===== src/rtl/alu_pkg.sv =====
// Shared ALU definitions: opcode width and the bitwise opcode encodings.
package alu_pkg;

  localparam int OP_W = 3;

  localparam logic [OP_W-1:0] OP_NOT  = 3'b000;
  localparam logic [OP_W-1:0] OP_AND  = 3'b001;
  localparam logic [OP_W-1:0] OP_OR   = 3'b010;
  localparam logic [OP_W-1:0] OP_XOR  = 3'b011;
  localparam logic [OP_W-1:0] OP_NAND = 3'b100;
  localparam logic [OP_W-1:0] OP_NOR  = 3'b101;
  localparam logic [OP_W-1:0] OP_XNOR = 3'b110;
  localparam logic [OP_W-1:0] OP_PASS = 3'b111;

endpackage


===== src/rtl/logic_op_core.sv =====
// Combinational WIDTH-bit bitwise operation decode; shared with the ALU top.
import alu_pkg::*;

module logic_op_core #(
  parameter int WIDTH = 8
) (
  input  logic [OP_W-1:0]  op,
  input  logic [WIDTH-1:0] a,
  input  logic [WIDTH-1:0] b,
  output logic [WIDTH-1:0] x
);

  // Select the bitwise result for the opcode; no carries between bits.
  always_comb begin
    x = '0;
    case (op)
      OP_NOT:  x = ~a;
      OP_AND:  x = a & b;
      OP_OR:   x = a | b;
      OP_XOR:  x = a ^ b;
      OP_NAND: x = ~(a & b);
      OP_NOR:  x = ~(a | b);
      OP_XNOR: x = ~(a ^ b);
      OP_PASS: x = a;
      default: x = '0;
    endcase
  end

endmodule


===== src/rtl/pipelined_logic_unit.sv =====
// Two-stage pipelined bitwise logic unit with valid/ready handshake on both
// sides. S1 captures operands, S2 captures the result and its flags.
// Optional feature macro: PIPELINED_LOGIC_UNIT_COUNT_EN registers the result
// popcount onto out_count; without it out_count is held at zero.
import alu_pkg::*;

module pipelined_logic_unit #(
  parameter  int WIDTH = 8,
  localparam int CW    = $clog2(WIDTH + 1)
) (
  input  logic             clk,
  input  logic             reset,
  input  logic             in_valid,
  output logic             in_ready,
  input  logic [OP_W-1:0]  in_op,
  input  logic [WIDTH-1:0] in_a,
  input  logic [WIDTH-1:0] in_b,
  output logic             out_valid,
  input  logic             out_ready,
  output logic [WIDTH-1:0] out_x,
  output logic             out_zero,
  output logic             out_ones,
  output logic             out_parity,
  output logic [CW-1:0]    out_count
);

  logic             s1_valid_q, s1_valid_d;
  logic [OP_W-1:0]  s1_op_q, s1_op_d;
  logic [WIDTH-1:0] s1_a_q, s1_a_d;
  logic [WIDTH-1:0] s1_b_q, s1_b_d;
  logic             s2_valid_q, s2_valid_d;
  logic [WIDTH-1:0] x_q, x_d;
  logic             zero_q, zero_d;
  logic             ones_q, ones_d;
  logic             parity_q, parity_d;
  logic [CW-1:0]    count_q, count_d;
  logic [WIDTH-1:0] core_x;
  logic [CW-1:0]    core_count;
  logic             s1_adv;
  logic             s2_adv;

  logic_op_core #(.WIDTH(WIDTH)) u_core (
    .op (s1_op_q),
    .a  (s1_a_q),
    .b  (s1_b_q),
    .x  (core_x)
  );

  // Popcount of the S2 input result, or a constant zero when the feature is off.
  always_comb begin
    core_count = '0;
`ifdef PIPELINED_LOGIC_UNIT_COUNT_EN
    for (int i = 0; i < WIDTH; i++) begin
      core_count = core_count + CW'(core_x[i]);
    end
`endif
  end

  // Handshake: a stage advances when empty or when the stage after it moves.
  // in_ready is forced low during reset so nothing is accepted then.
  always_comb begin
    s2_adv   = !s2_valid_q || out_ready;
    s1_adv   = !s1_valid_q || s2_adv;
    in_ready = s1_adv && !reset;
  end

  // Next-state for both stages; data registers only load behind a valid item.
  always_comb begin
    s1_valid_d = s1_valid_q;
    s1_op_d    = s1_op_q;
    s1_a_d     = s1_a_q;
    s1_b_d     = s1_b_q;
    s2_valid_d = s2_valid_q;
    x_d        = x_q;
    zero_d     = zero_q;
    ones_d     = ones_q;
    parity_d   = parity_q;
    count_d    = count_q;
    if (s1_adv) begin
      s1_valid_d = in_valid;
      if (in_valid) begin
        s1_op_d = in_op;
        s1_a_d  = in_a;
        s1_b_d  = in_b;
      end
    end
    if (s2_adv) begin
      s2_valid_d = s1_valid_q;
      if (s1_valid_q) begin
        x_d      = core_x;
        zero_d   = (core_x == '0);
        ones_d   = &core_x;
        parity_d = ^core_x;
        count_d  = core_count;
      end
    end
  end

  // Pipeline registers with synchronous reset clearing valids and outputs.
  always_ff @(posedge clk) begin
    if (reset) begin
      s1_valid_q <= 1'b0;
      s1_op_q    <= '0;
      s1_a_q     <= '0;
      s1_b_q     <= '0;
      s2_valid_q <= 1'b0;
      x_q        <= '0;
      zero_q     <= 1'b0;
      ones_q     <= 1'b0;
      parity_q   <= 1'b0;
      count_q    <= '0;
    end else begin
      s1_valid_q <= s1_valid_d;
      s1_op_q    <= s1_op_d;
      s1_a_q     <= s1_a_d;
      s1_b_q     <= s1_b_d;
      s2_valid_q <= s2_valid_d;
      x_q        <= x_d;
      zero_q     <= zero_d;
      ones_q     <= ones_d;
      parity_q   <= parity_d;
      count_q    <= count_d;
    end
  end

  assign out_valid  = s2_valid_q;
  assign out_x      = x_q;
  assign out_zero   = zero_q;
  assign out_ones   = ones_q;
  assign out_parity = parity_q;
  assign out_count  = count_q;

endmodule


===== config.mk =====
export PLATFORM = sky130hd
export DESIGN_NAME = pipelined_logic_unit
export DESIGN_NICKNAME = d
export VERILOG_FILES = /design/src/rtl/alu_pkg.sv /design/src/rtl/logic_op_core.sv /design/src/rtl/pipelined_logic_unit.sv
export SDC_FILE = /design/constraint.sdc
export NUM_CORES = 1
export LEC_CHECK = 0
export ABC_AREA = 1
export ABC_CLOCK_PERIOD_IN_PS = 2230
export CAP_MARGIN = 30
export CORE_ASPECT_RATIO = 1.1
export CORE_MARGIN = 10
export CORE_UTILIZATION = 48
export CTS_CLUSTER_SIZE = 16
export DETAILED_ROUTE_END_ITERATION = 8
export HOLD_SLACK_MARGIN = 0.08
export PLACE_DENSITY = 0.86
export SLEW_MARGIN = 20
export SYNTH_ARGS = -nofsm -noshare
export SYNTH_HDL_FRONTEND = slang
export SYNTH_SLANG_ARGS = --single-unit

===== constraint.sdc =====
create_clock -name clk -period 2.23 [get_ports clk]
set_clock_uncertainty 0.05 [all_clocks]
set_input_delay 0.223 -clock clk [delete_from_list [all_inputs] [get_ports clk]]
set_output_delay 0.223 -clock clk [all_outputs]
set_load 0.02 [all_outputs]

Word level (Yosys, flattened, before mapping)
Cells that the tools add are included.
Widths: inputs -> output; s select.
- logic and storage cells: 36
- bits in registers: 32
- bits of input ports: 23
- output and inout bits: 17
- eq/ne operators: 7
- bitwise gates (word level): 7
- reduce and logical (&&, ||, !) cells: 12
- mux-type cells: 1
- operators with widths (kind ; number):
    $pmux 8 s8 ; 1
    $not 8->8 ; 4
    $eq 3x3->1 const B ; 4
    $and 8x8->8 ; 1
    $logic_not 8->1 ; 1
    $or 8x8->8 ; 1
    $reduce_and 8->1 ; 1
    $reduce_xor 8->1 ; 1
    $xor 8x8->8 ; 1
    $eq 3x2->1 const B ; 2
    $reduce_and 2->1 ; 2
    $eq 3x1->1 const B ; 1
    $logic_not 1->1 ; 3
    $logic_not 3->1 ; 1
    $logic_or 1x1->1 ; 2
    $logic_and 1x1->1 ; 1

Logic depth before layout (Yosys ltp)
Gate-level depths: netlist (run 1).
- depth in word-level cells: 4
- mapped depth: 17
- mapped depth without buffers: 16

By module
A second synthesis (run 1) with hierarchy kept.
- cell total of the unflattened synthesis: 364
- area, all modules: 2369.8 um^2
- modules (own cells, without submodules) (module ; cells an instance ; seq. area each (um^2) ; times used ; area each (um^2)):
    pipelined_logic_unit ; 187 ; 640.6 ; 1 ; 1391.3
    logic_op_core ; 177 ; 0.0 ; 1 ; 978.4

Least setup slack after synthesis (run 1)
No wires, ideal clock.
- path kind: flip-flop to flip-flop
- start: reg s1_op_q[0]
- end: reg parity_q, in the netlist out_parity
- cell stages (with the launch flop): 14
- period minus slack after synthesis: 2.168 ns
- slack: 0.062 ns
- required time: 2.071 ns
- library setup time: 0.109 ns
- data arrival time: 2.009 ns
- buffers on the path: 1
- path through: dfxtp_1 buf_6 nand3_1 o22ai_1 nor2_1 o211ai_2 inv_2 ha_1 xnor2_1 xor2_1 nand3b_1 nand3_1 nand2_1 inv_1
- longest elaborated chain between the ends: 3
- elaborated cells on any way between the ends: 10
- those cells by class: eq/ne: 7; mux: 1; reduce/logical: 2
- RTL lines (what ; line ; source):
    start: declaration ; pipelined_logic_unit.sv:28 ; logic [OP_W-1:0] s1_op_q, s1_op_d;
    start signal: assignment ; pipelined_logic_unit.sv:114 ; s1_op_q <= s1_op_d;
    $eq 3x3->1, or another cell as far along ; logic_op_core.sv:16 ; case (op)
    $pmux 8 s8 * ; logic_op_core.sv:16 ;
    via core_x[7] ; pipelined_logic_unit.sv:37 ; logic [WIDTH-1:0] core_x;
    $reduce_xor 8->1 * ; pipelined_logic_unit.sv:93 ; parity_d = ^core_x;
    end signal: assignment ; pipelined_logic_unit.sv:121 ; parity_q <= parity_d;
    end: declaration ; pipelined_logic_unit.sv:35 ; logic parity_q, parity_d;
The timed path passes the listed nets; every way through them passes the cells marked *.
A chain may end at the register's enable or synchronous reset.

Worst setup path in the final report (run 1)
- start: reg s1_a_q[2]
- end: reg parity_q, in the netlist out_parity
- longest elaborated chain between the ends: 4
- elaborated cells on any way between the ends: 9
- those cells by class: mux: 1; bitwise: 7; reduce/logical: 1
- RTL lines (what ; line ; source):
    start: declaration ; pipelined_logic_unit.sv:29 ; logic [WIDTH-1:0] s1_a_q, s1_a_d;
    start signal: assignment ; pipelined_logic_unit.sv:104 ; s1_a_q <= '0;
    start signal: assignment ; pipelined_logic_unit.sv:115 ; s1_a_q <= s1_a_d;
    $xor 8x8->8, or another cell as far along ; logic_op_core.sv:20, logic_op_core.sv:23 ;
    $not 8->8 (on tied branches) ; logic_op_core.sv:23, logic_op_core.sv:21, logic_op_core.sv:22 ;
    $pmux 8 s8 * ; logic_op_core.sv:16 ;
    via core_x[2] ; pipelined_logic_unit.sv:37 ;
    $reduce_xor 8->1 * ; pipelined_logic_unit.sv:93 ;
Marked as above.

==> run_results.csv, run 1 <==
group,metric,value,unit
final_layout,final_common_cell,"buf_4",
routing,postRouteAntennaNets,0,
sta,setup_viol,4,
run_status,status,"complete, but fails checks",
critical_path,arrival,2.59,ns
global_route,grt_first_pass_wirelength,12100,um
routing,post_drt_wl_per_cell,19.8,um
final_layout,multiInputGateArea,0.00152,mm^2
floorplan,initial_core_util,50.5,%
critical_path,start_kind,"flop",
global_route,grt-busiest-layer,"met2",
sta,hold_viol,0,
synth,syn_avg_cell_area,7.16,um^2
global_route,met3_usage,5.27,%
sta,rsz0062_at_grt,"yes",
clocking,cts_tree,"yes",
worst_hold_path,holdPathStages,2,
critical_path,rr_worst_depth,13,
sta,layout_setup_ws,-0.206,ns
worst_hold_path,holdCritPathClass,"flop to flop",
critical_path,crit_fanout,3,
final_layout,diodes,0,
sta,max_freq,0.410,GHz
critical_path,cp-end-kind,"flop",
power_and_ir_drop,cellPowerDensity,627,mW/mm^2
routing,drc,0,
clocking,cts_buffers,5,
global_route,track_usage,18.8,%
critical_path,worst-endpoint-required,2.39,ns
floorplan,die_area,0.00773,mm^2
global_route,grt_pass1_vias,2638,
flow_run,maxCapViolCount,0,
synth,yosys_warnings,0,
final_layout,drive_gt1_share,34.6,%
place,io_buffers,35,
floorplan,ios,40,
final_layout,fin_util,76.1,%
place,hpwl,4570,um
floorplan,dieWidth,84.7,um
synth,yosysSeqAreaShare,28.9,%
clocking,cts_buffer_depth,2,
clocking,clkSinkCount,32,
synth,synth_cell_types,33,
clocking,hold_buffers,0,
final_layout,mostFrequentLayoutCells,"buf_4, clkdlybuf4s50_1, inv_1, nand2_1, a21oi_1",
run_status,violations,"setup timing",
clocking,cts-htree-levels,2,
power_and_ir_drop,power.leakage,1.53,nW
floorplan,fp.dieH,91.2,um
global_route,antenna_found_initial,0,
sta,drv_slew,0,
sta,fin_crit,2.44,ns
floorplan,coreArea,0.00438,mm^2
critical_path,crit_type,"flop to flop",
routing,drtIter0Drc,323,
final_layout,layout.cells.non_filler,441,
floorplan,row_count,25,
sta,finalCritPeriodShare,109,%
global_route,grt_max_degree,31,
synth,synthCells,309,
global_route,grtUsageMet1,19.1,%
place,dp.cells,415,
routing,viasPerCell,5.94,
clocking,clk_pin_slew,0.08,ns
final_layout,regArea,659,um^2
sta,hold_ws,0.442,ns
place,globalplace.congestion,0.878,
final_layout,fin_nets,430,
global_route,gr-usage-met2,33.0,%
clocking,cts_root_buf,"clkbuf_8",
final_layout,synthToLayoutAreaGrowth,50.5,%
final_layout,n_fill_cell,279,
synth,netlist_area,0.00221,mm^2
power_and_ir_drop,vdd_drop_max,0.469,mV
routing,drt-total-wl,8740,um
synth,synth-seq-cells,32,
global_route,grt-ovfl-total,0,
clocking,clkLatencyLatePin,0.30,ns
routing,drt-pass1-iter-count,5,
routing,vias,2619,
through the flow:
step	setup TNS [ns]	total power (W)	setup WS, ns	instance area [um^2]
after floorplan	0	0.00103	0.0619	2220
after global placement	0	0.00123	0.0165	2800
after detailed placement	-0.158	0.00126	-0.158	2800
after CTS	-0.0416	0.00192	-0.0416	3200
after global routing	-0.853	0.00216	-0.409	3330
final	-0.421	0.00209	-0.206	3330
critical path, cell delays in order, from the launching register on:
cell	delay [ns]
dfxtp_1	0.41
inv_1	0.13
ha_1	0.35
nand2_1	0.09
o21ai_1	0.07
a21oi_1	0.17
o211ai_2	0.16
inv_2	0.12
ha_4	0.21
xor2_1	0.19
nand3b_1	0.16
nand3_1	0.09
nand2_1	0.08
inv_1	0.05
cells in the mapped netlist (all sizes together):
master / count / share of area (%)
a21oi: 32 / 7.6
buf: 9 / 3.2
clkbuf: 8 / 1.4
clkinv: 1 / 0.40
conb: 1 / 0.17
dfxtp: 32 / 29
ha: 21 / 12
inv: 50 / 8.5
nand2: 43 / 8.9
nand3: 18 / 5.2
nand3b: 2 / 0.68
nand4: 11 / 3.1
nor2: 27 / 5.4
nor3: 1 / 0.23
o211ai: 4 / 2.0
o21ai: 34 / 7.9
o22ai: 10 / 2.8
o2bb2ai: 2 / 0.79
or2: 1 / 0.28
xnor2: 1 / 0.40
xor2: 1 / 0.40
worst paths after layout:
check	startpoint	endpoint	slack, ns
min reg2reg	s1_b_q[1]	s1_b_q[1]	0.44
min	s1_b_q[1]	s1_b_q[1]	0.44
max	s1_a_q[2]	out_parity	-0.21
max reg2reg	s1_a_q[2]	out_parity	-0.21
repair_timing:
item	4_1_cts	5_1_grt
pin swaps	20	9
endpoints found under the setup margin	1	3
setup buffers	15	3
hold endpoints to repair	0	0
gates resized for setup	43	22
logic make-up after synthesis:
logic type | Yosys count | share of synthesized area (%)
simple gates | 103 | 23.7
fa+ha+maj | 21 | 11.9
buf+inv | 68 | 13.4
xor+xnor | 2 | 0.792
other cells | 1 | 0.169
flops | 32 | 28.9
compound gates | 82 | 21.1
metal layers:
layer / wire (um) / share of wire [%] / up-vias
met5: 0 / 0 / -
met4: 612 / 7.0 / 0
met3: 610 / 7.0 / 61
met2: 4300 / 49 / 177
met1: 3220 / 37 / 1212
li1: - / - / 1169
power by group:
part	internal, W	switching, W
Combinational	0.000403	0.000466
Sequential	0.000617	0.0000357
Clock	0.000331	0.000235
sequential cells by signal, summed over array words and instances, names as in the netlist, 3 cells and up:
register,count
s1_op_q,3
s1_b_q,8
out_x,8
s1_a_q,8
final cells by class:
| type | instances | share of cell area [%] |
|---|---|---|
| Clock inverter | 2 | 1.05 |
| Multi-Input combinational cell | 212 | 45.5 |
| Clock buffer | 6 | 2.18 |
| Inverter | 51 | 6.20 |
| Timing Repair Buffer | 84 | 23.2 |
| Sequential cell | 32 | 19.8 |
| Tap cell | 54 | 2.03 |
Power figures use the tool's default switching activity.
==> run 2, diff against run 1 <==
--- a/config.mk
+++ b/config.mk
@@ -6,7 +6,7 @@
 export NUM_CORES = 1
 export LEC_CHECK = 0
 export ABC_AREA = 1
-export ABC_CLOCK_PERIOD_IN_PS = 2230
+export ABC_CLOCK_PERIOD_IN_PS = 2029
 export CAP_MARGIN = 30
 export CORE_ASPECT_RATIO = 1.1
 export CORE_MARGIN = 10
==> constraint.sdc (replaced) <==
create_clock -name clk -period 2.03 [get_ports clk]
set_clock_uncertainty 0.05 [all_clocks]
set_input_delay 0.203 -clock clk [delete_from_list [all_inputs] [get_ports clk]]
set_output_delay 0.203 -clock clk [all_outputs]
set_load 0.02 [all_outputs]
==> run 2 against run 1 <==
Net effect:
- the flow still finishes with violations (setup timing)
- global-route usage decreased by 0.90 points
- power rose by 3.5%
- largest power group unchanged
- largest cell class unchanged
- critical path type unchanged
- combinational power increased by 14%
- highest routed layer unchanged
- register-to-register slack got worse by 0.14 ns
- clock-buffer cell count stayed put
==> run_results.csv, run 2 (same netlist as run 1, synthesis figures left out) <==
group,metric,value,unit
critical_path,crit_fanout,2,
clocking,cts_root_buf,"clkbuf_8",
routing,postRouteAntennaNets,0,
clocking,clkSinkCount,32,
routing,top_layer,"met4",
final_layout,fin_util,77.2,%
place,globalplace.congestion,0.959,
clocking,clkLatencyLatePin,0.29,ns
power_and_ir_drop,p_seq_share,33.1,%
power_and_ir_drop,p_int,0.00139,W
routing,wl_met3,509,um
sta,hold_viol,0,
clocking,cts_buffers,5,
final_layout,drive_gt1_share,37.7,%
power_and_ir_drop,cellPowerDensity,639,mW/mm^2
routing,drc,0,
final_layout,multiInputGateArea,0.00155,mm^2
sta,layout_setup_ws,-0.342,ns
critical_path,worst-endpoint-required,2.16,ns
final_layout,fin_nets,442,
clocking,hold_buffers,0,
final_layout,layout.cells.non_filler,452,
routing,vias,2573,
routing,drt-pass1-iter-count,9,
routing,post_drt_wl_per_cell,18.1,um
sta,fin_crit,2.37,ns
run_status,status,"complete, but fails checks",
clocking,cts-htree-levels,2,
floorplan,ios,40,
final_layout,n_fill_cell,271,
clocking,cts_tree,"yes",
sta,drv_slew,0,
floorplan,row_count,25,
floorplan,die_area,0.00773,mm^2
routing,route.met2.wl,4250,um
power_and_ir_drop,clkPwrFrac,21.2,%
floorplan,fp.dieH,91.2,um
final_layout,diodes,0,
floorplan,dieWidth,84.7,um
run_status,violations,"setup timing",
critical_path,start_kind,"flop",
critical_path,cp-end-kind,"flop",
global_route,grt-ovfl-total,0,
power_and_ir_drop,vdd_drop_max,0.471,mV
flow_run,maxCapViolCount,0,
sta,finalCritPeriodShare,117,%
global_route,grt_first_pass_wirelength,11600,um
routing,drtIter0Drc,184,
final_layout,final_common_cell,"buf_4",
worst_hold_path,holdCritPathClass,"flop to flop",
place,pre_cts_ws,-0.245,ns
floorplan,coreArea,0.00438,mm^2
routing,drt-total-wl,8200,um
power_and_ir_drop,power_frac_comb,45.7,%
sta,rsz0062_at_grt,"yes",
sta,setup_viol,3,
global_route,antenna_found_initial,0,
global_route,grt_pass1_vias,2576,
global_route,track_usage,17.9,%
clocking,clk_pin_slew,0.07,ns
sta,finalSetupTns,-0.428,ns
power_and_ir_drop,power.switching,0.000772,W
global_route,grt_max_degree,29,
final_layout,mostFrequentLayoutCells,"buf_4, clkdlybuf4s50_1, inv_1, nand2_1, a21oi_1",
routing,viasPerCell,5.69,
power_and_ir_drop,power.leakage,1.57,nW
power_and_ir_drop,sw_frac_of_total,35.7,%
sta,max_freq,0.422,GHz
place,hpwl,4780,um
power_and_ir_drop,total_power,0.00216,W
routing,wl_met1,3010,um
final_layout,regArea,661,um^2
critical_path,arrival,2.50,ns
critical_path,reg2reg_slack,-0.34,ns
clocking,cts_buffer_depth,2,
place,io_buffers,35,
floorplan,initial_core_util,50.5,%
final_layout,synthToLayoutAreaGrowth,52.7,%
critical_path,crit_type,"flop to flop",
place,dp.cells,431,
-- run 2: worst max-delay path, cell delays in order, from the launching register on --
cell and delay [ns]:
dfxtp_2 0.34, inv_1 0.12, ha_4 0.22, nand2_1 0.09
o21ai_2 0.07, nor2_2 0.15, nand2_1 0.12, o21ai_2 0.10
inv_2 0.07, ha_4 0.30, xnor2_4 0.13, xor2_2 0.17
nand3b_1 0.13, nand3_1 0.09, nand2_1 0.08, inv_1 0.05
-- run 2: per-layer routing --
layer / vias up / global-route usage (%)
li1: 1194 / -
met1: 1198 / 16.7
met2: 134 / 34.0
met3: 47 / 3.93
met4: 0 / 11.3
met5: - / 0
-- run 2: power by group through the flow --
| stage | sequential [W] | clock (W) | combinational [W] |
|---|---|---|---|
| after floorplan | 0.000739 | 0 | 0.000411 |
| after global placement | 0.000721 | 0 | 0.000677 |
| after detailed placement | 0.000724 | 0 | 0.000702 |
| after CTS | 0.000715 | 0.000467 | 0.000855 |
| after global routing | 0.000721 | 0.000501 | 0.00104 |
| final | 0.000715 | 0.000458 | 0.000988 |
-- run 2: through the flow --
step,hold slack (ns),instance area (um^2)
global placement,0.417,2940
global route,0.468,3380
finish,0.438,3380
floorplan,0.215,2270
detailed placement,0.427,2940
CTS,0.436,3220
-- run 2: path summary, 6_finish.rpt --
check,from,endpoint,cells after the start
max,s1_b_q[4],out_parity,15
min,s1_b_q[1],s1_b_q[1],2
max reg2reg,s1_b_q[4],out_parity,15
min reg2reg,s1_b_q[1],s1_b_q[1],2
-- run 2: cell type report --
class / count / area share (%)
Multi-Input combinational cell: 212 / 45.9
Timing Repair Buffer: 96 / 24.1
Sequential cell: 32 / 19.5
Inverter: 51 / 6.11
Clock buffer: 6 / 2.15
Tap cell: 54 / 2.00
Clock inverter: 1 / 0.148
-- run 2: timing repair --
action                                 CTS  global route
endpoints found under the hold margin    0             0
gates resized for setup                 37            22
setup endpoints to repair                2             3
cloned                                   0             0
setup buffers                            6             8
pin swaps                               19            14
==> run 3, diff against run 2 <==
--- a/config.mk
+++ b/config.mk
@@ -6,7 +6,6 @@
 export NUM_CORES = 1
 export LEC_CHECK = 0
 export ABC_AREA = 1
-export ABC_CLOCK_PERIOD_IN_PS = 2029
 export CAP_MARGIN = 30
 export CORE_ASPECT_RATIO = 1.1
 export CORE_MARGIN = 10
@@ -15,6 +14,7 @@
 export DETAILED_ROUTE_END_ITERATION = 8
 export HOLD_SLACK_MARGIN = 0.08
 export PLACE_DENSITY = 0.86
+export SETUP_SLACK_MARGIN = 0.5
 export SLEW_MARGIN = 20
 export SYNTH_ARGS = -nofsm -noshare
 export SYNTH_HDL_FRONTEND = slang
==> run 3 against run 2 <==
Net effect:
- the run still ends with setup timing left
- critical endpoint unchanged
- combinational power increased by 4%
- critical path depth fell by 2
- largest cell class unchanged
- clock-buffer cell count is 2 higher
- fmax fell by 3.2%
- highest routed layer unchanged
==> run_results.csv, run 3 (same netlist as run 1, synthesis figures left out) <==
group,metric,value,unit
place,globalplace.congestion,0.912,
final_layout,fin_util,83.0,%
global_route,grt_first_pass_wirelength,12200,um
sta,fin_crit,2.45,ns
routing,drt-pass1-iter-count,5,
final_layout,fin_nets,454,
critical_path,crit_type,"flop to flop",
power_and_ir_drop,power.leakage,1.79,nW
routing,postRouteAntennaNets,0,
place,hpwl,4780,um
run_status,violations,"setup timing",
global_route,grt_pass1_vias,2670,
worst_hold_path,holdCritPathClass,"flop to flop",
critical_path,crit_family,"simple AND/OR/NAND/NOR gates",
clocking,clkSinkCount,32,
sta,layout_setup_ws,-0.421,ns
run_status,status,"complete, but fails checks",
critical_path,worst-endpoint-required,2.19,ns
final_layout,final_common_cell,"buf_4",
power_and_ir_drop,vdd_drop_max,0.476,mV
floorplan,die_area,0.00773,mm^2
clocking,cts_buffers,5,
clocking,hold_buffers,0,
floorplan,ios,40,
flow_run,maxCapViolCount,0,
routing,vias,2737,
sta,hold_viol,0,
routing,viasPerCell,5.89,
sta,rsz0062_at_grt,"yes",
global_route,track_usage,19.1,%
routing,drtIter0Drc,258,
critical_path,arrival,2.61,ns
floorplan,initial_core_util,50.5,%
sta,drv_slew,0,
final_layout,diodes,0,
clocking,cts-htree-levels,2,
final_layout,drive_gt1_share,42.8,%
routing,drc,0,
critical_path,cp-end-kind,"flop",
global_route,grt_max_degree,29,
sta,finalCritPeriodShare,121,%
clocking,clkLatencyLatePin,0.30,ns
critical_path,start_kind,"flop",
clocking,cts_tree,"yes",
global_route,grt-ovfl-total,0,
power_and_ir_drop,cellPowerDensity,636,mW/mm^2
global_route,antenna_found_initial,0,
sta,setup_viol,2,
sta,finalSetupTns,-0.508,ns
critical_path,cp_common_cell,"inv_2",
place,io_buffers,35,
critical_path,critPathSlowestCell,"dfxtp_4",
floorplan,row_count,25,
floorplan,coreArea,0.00438,mm^2
routing,post_drt_wl_per_cell,19.6,um
clocking,clk_pin_slew,0.07,ns
final_layout,mostFrequentLayoutCells,"buf_4, nand2_1, inv_1, o21ai_0, clkdlybuf4s50_1",
critical_path,cpPeakStageDelay,0.39,ns
sta,max_freq,0.408,GHz
critical_path,crit_fanout,5,
critical_path,path_cells,"buf_6 > nand3_4 > o22ai_2 > nor3_1 > nand4_1 > inv_2 > ha_4 > xnor2_2 > xor2_1 > nand3b_1 > nand3_2 > nand2_2 > inv_2",
final_layout,synthToLayoutAreaGrowth,64.3,%
routing,drt-total-wl,9120,um
floorplan,fp.dieH,91.2,um
floorplan,dieWidth,84.7,um
critical_path,worst-path-buf-inv,3,
final_layout,n_fill_cell,239,
clocking,cts_root_buf,"clkbuf_8",
clocking,cts_buffer_depth,2,
## run 3: per-layer routing
layer | GRT usage (%) | vias up | routed length [um]
met1 | 18.7 | 1298 | 3370
met2 | 34.3 | 161 | 4530
met4 | 12.6 | 0 | 563
met3 | 5.18 | 57 | 662
li1 | - | 1221 | -
met5 | 0 | - | 0
## run 3: cell type report
class                   count  area (um^2)  area share (%)
inverters                  51          211            5.82
well taps                  54         67.6            1.86
repair buffers            108          988            27.2
flip-flops and latches     32          663            18.2
clock buffers               8          100            2.75
multi-input cells         212         1610            44.2
## run 3: per-stage QoR
step                      worst slack, ns  hold slack (ns)  area (um^2)  cells  power (W)
after detailed placement           -0.220            0.422         2970    435    0.00144
after floorplan                   -0.0410            0.215         2280    312    0.00115
final                              -0.421            0.434         3640    465    0.00231
after CTS                          -0.153            0.431         3370    459    0.00211
after global placement             -0.151            0.416         2970    435    0.00141
after global routing               -0.437            0.471         3640    465    0.00240
## run 3: repair_timing
item                       CTS  global route
setup buffers               16             6
gates resized for setup     47            54
setup endpoints to repair   10            20
pin swaps                   22            21
gates cloned                 0             0
## run 3: worst register-to-register path, cell delays in order (launching register included)
cell and delay [ns]:
dfxtp_4 0.39, buf_6 0.14, nand3_4 0.14, o22ai_2 0.10, nor3_1 0.25, nand4_1 0.20, inv_2 0.13, ha_4 0.21
xnor2_2 0.14, xor2_1 0.24, nand3b_1 0.16, nand3_2 0.09, nand2_2 0.08, inv_2 0.03
## run 3: final timing paths
| check | start | end | slack [ns] | depth (start not counted) |
|---|---|---|---|---|
| max | s1_op_q[2] | out_parity | -0.42 | 13 |
| max reg2reg | s1_op_q[2] | out_parity | -0.42 | 13 |
| min | s1_b_q[1] | s1_b_q[1] | 0.43 | 2 |
| min reg2reg | s1_b_q[1] | s1_b_q[1] | 0.43 | 2 |
## run 3: where the power goes
group	internal, W	total, W	leakage [nW]	switching [W]
logic	0.000497	0.00103	1.47	0.000534
clock network	0.000309	0.000562	0.0515	0.000252
registers	0.000677	0.000720	0.269	0.0000429
total	0.00148	0.00231	1.79	0.000829
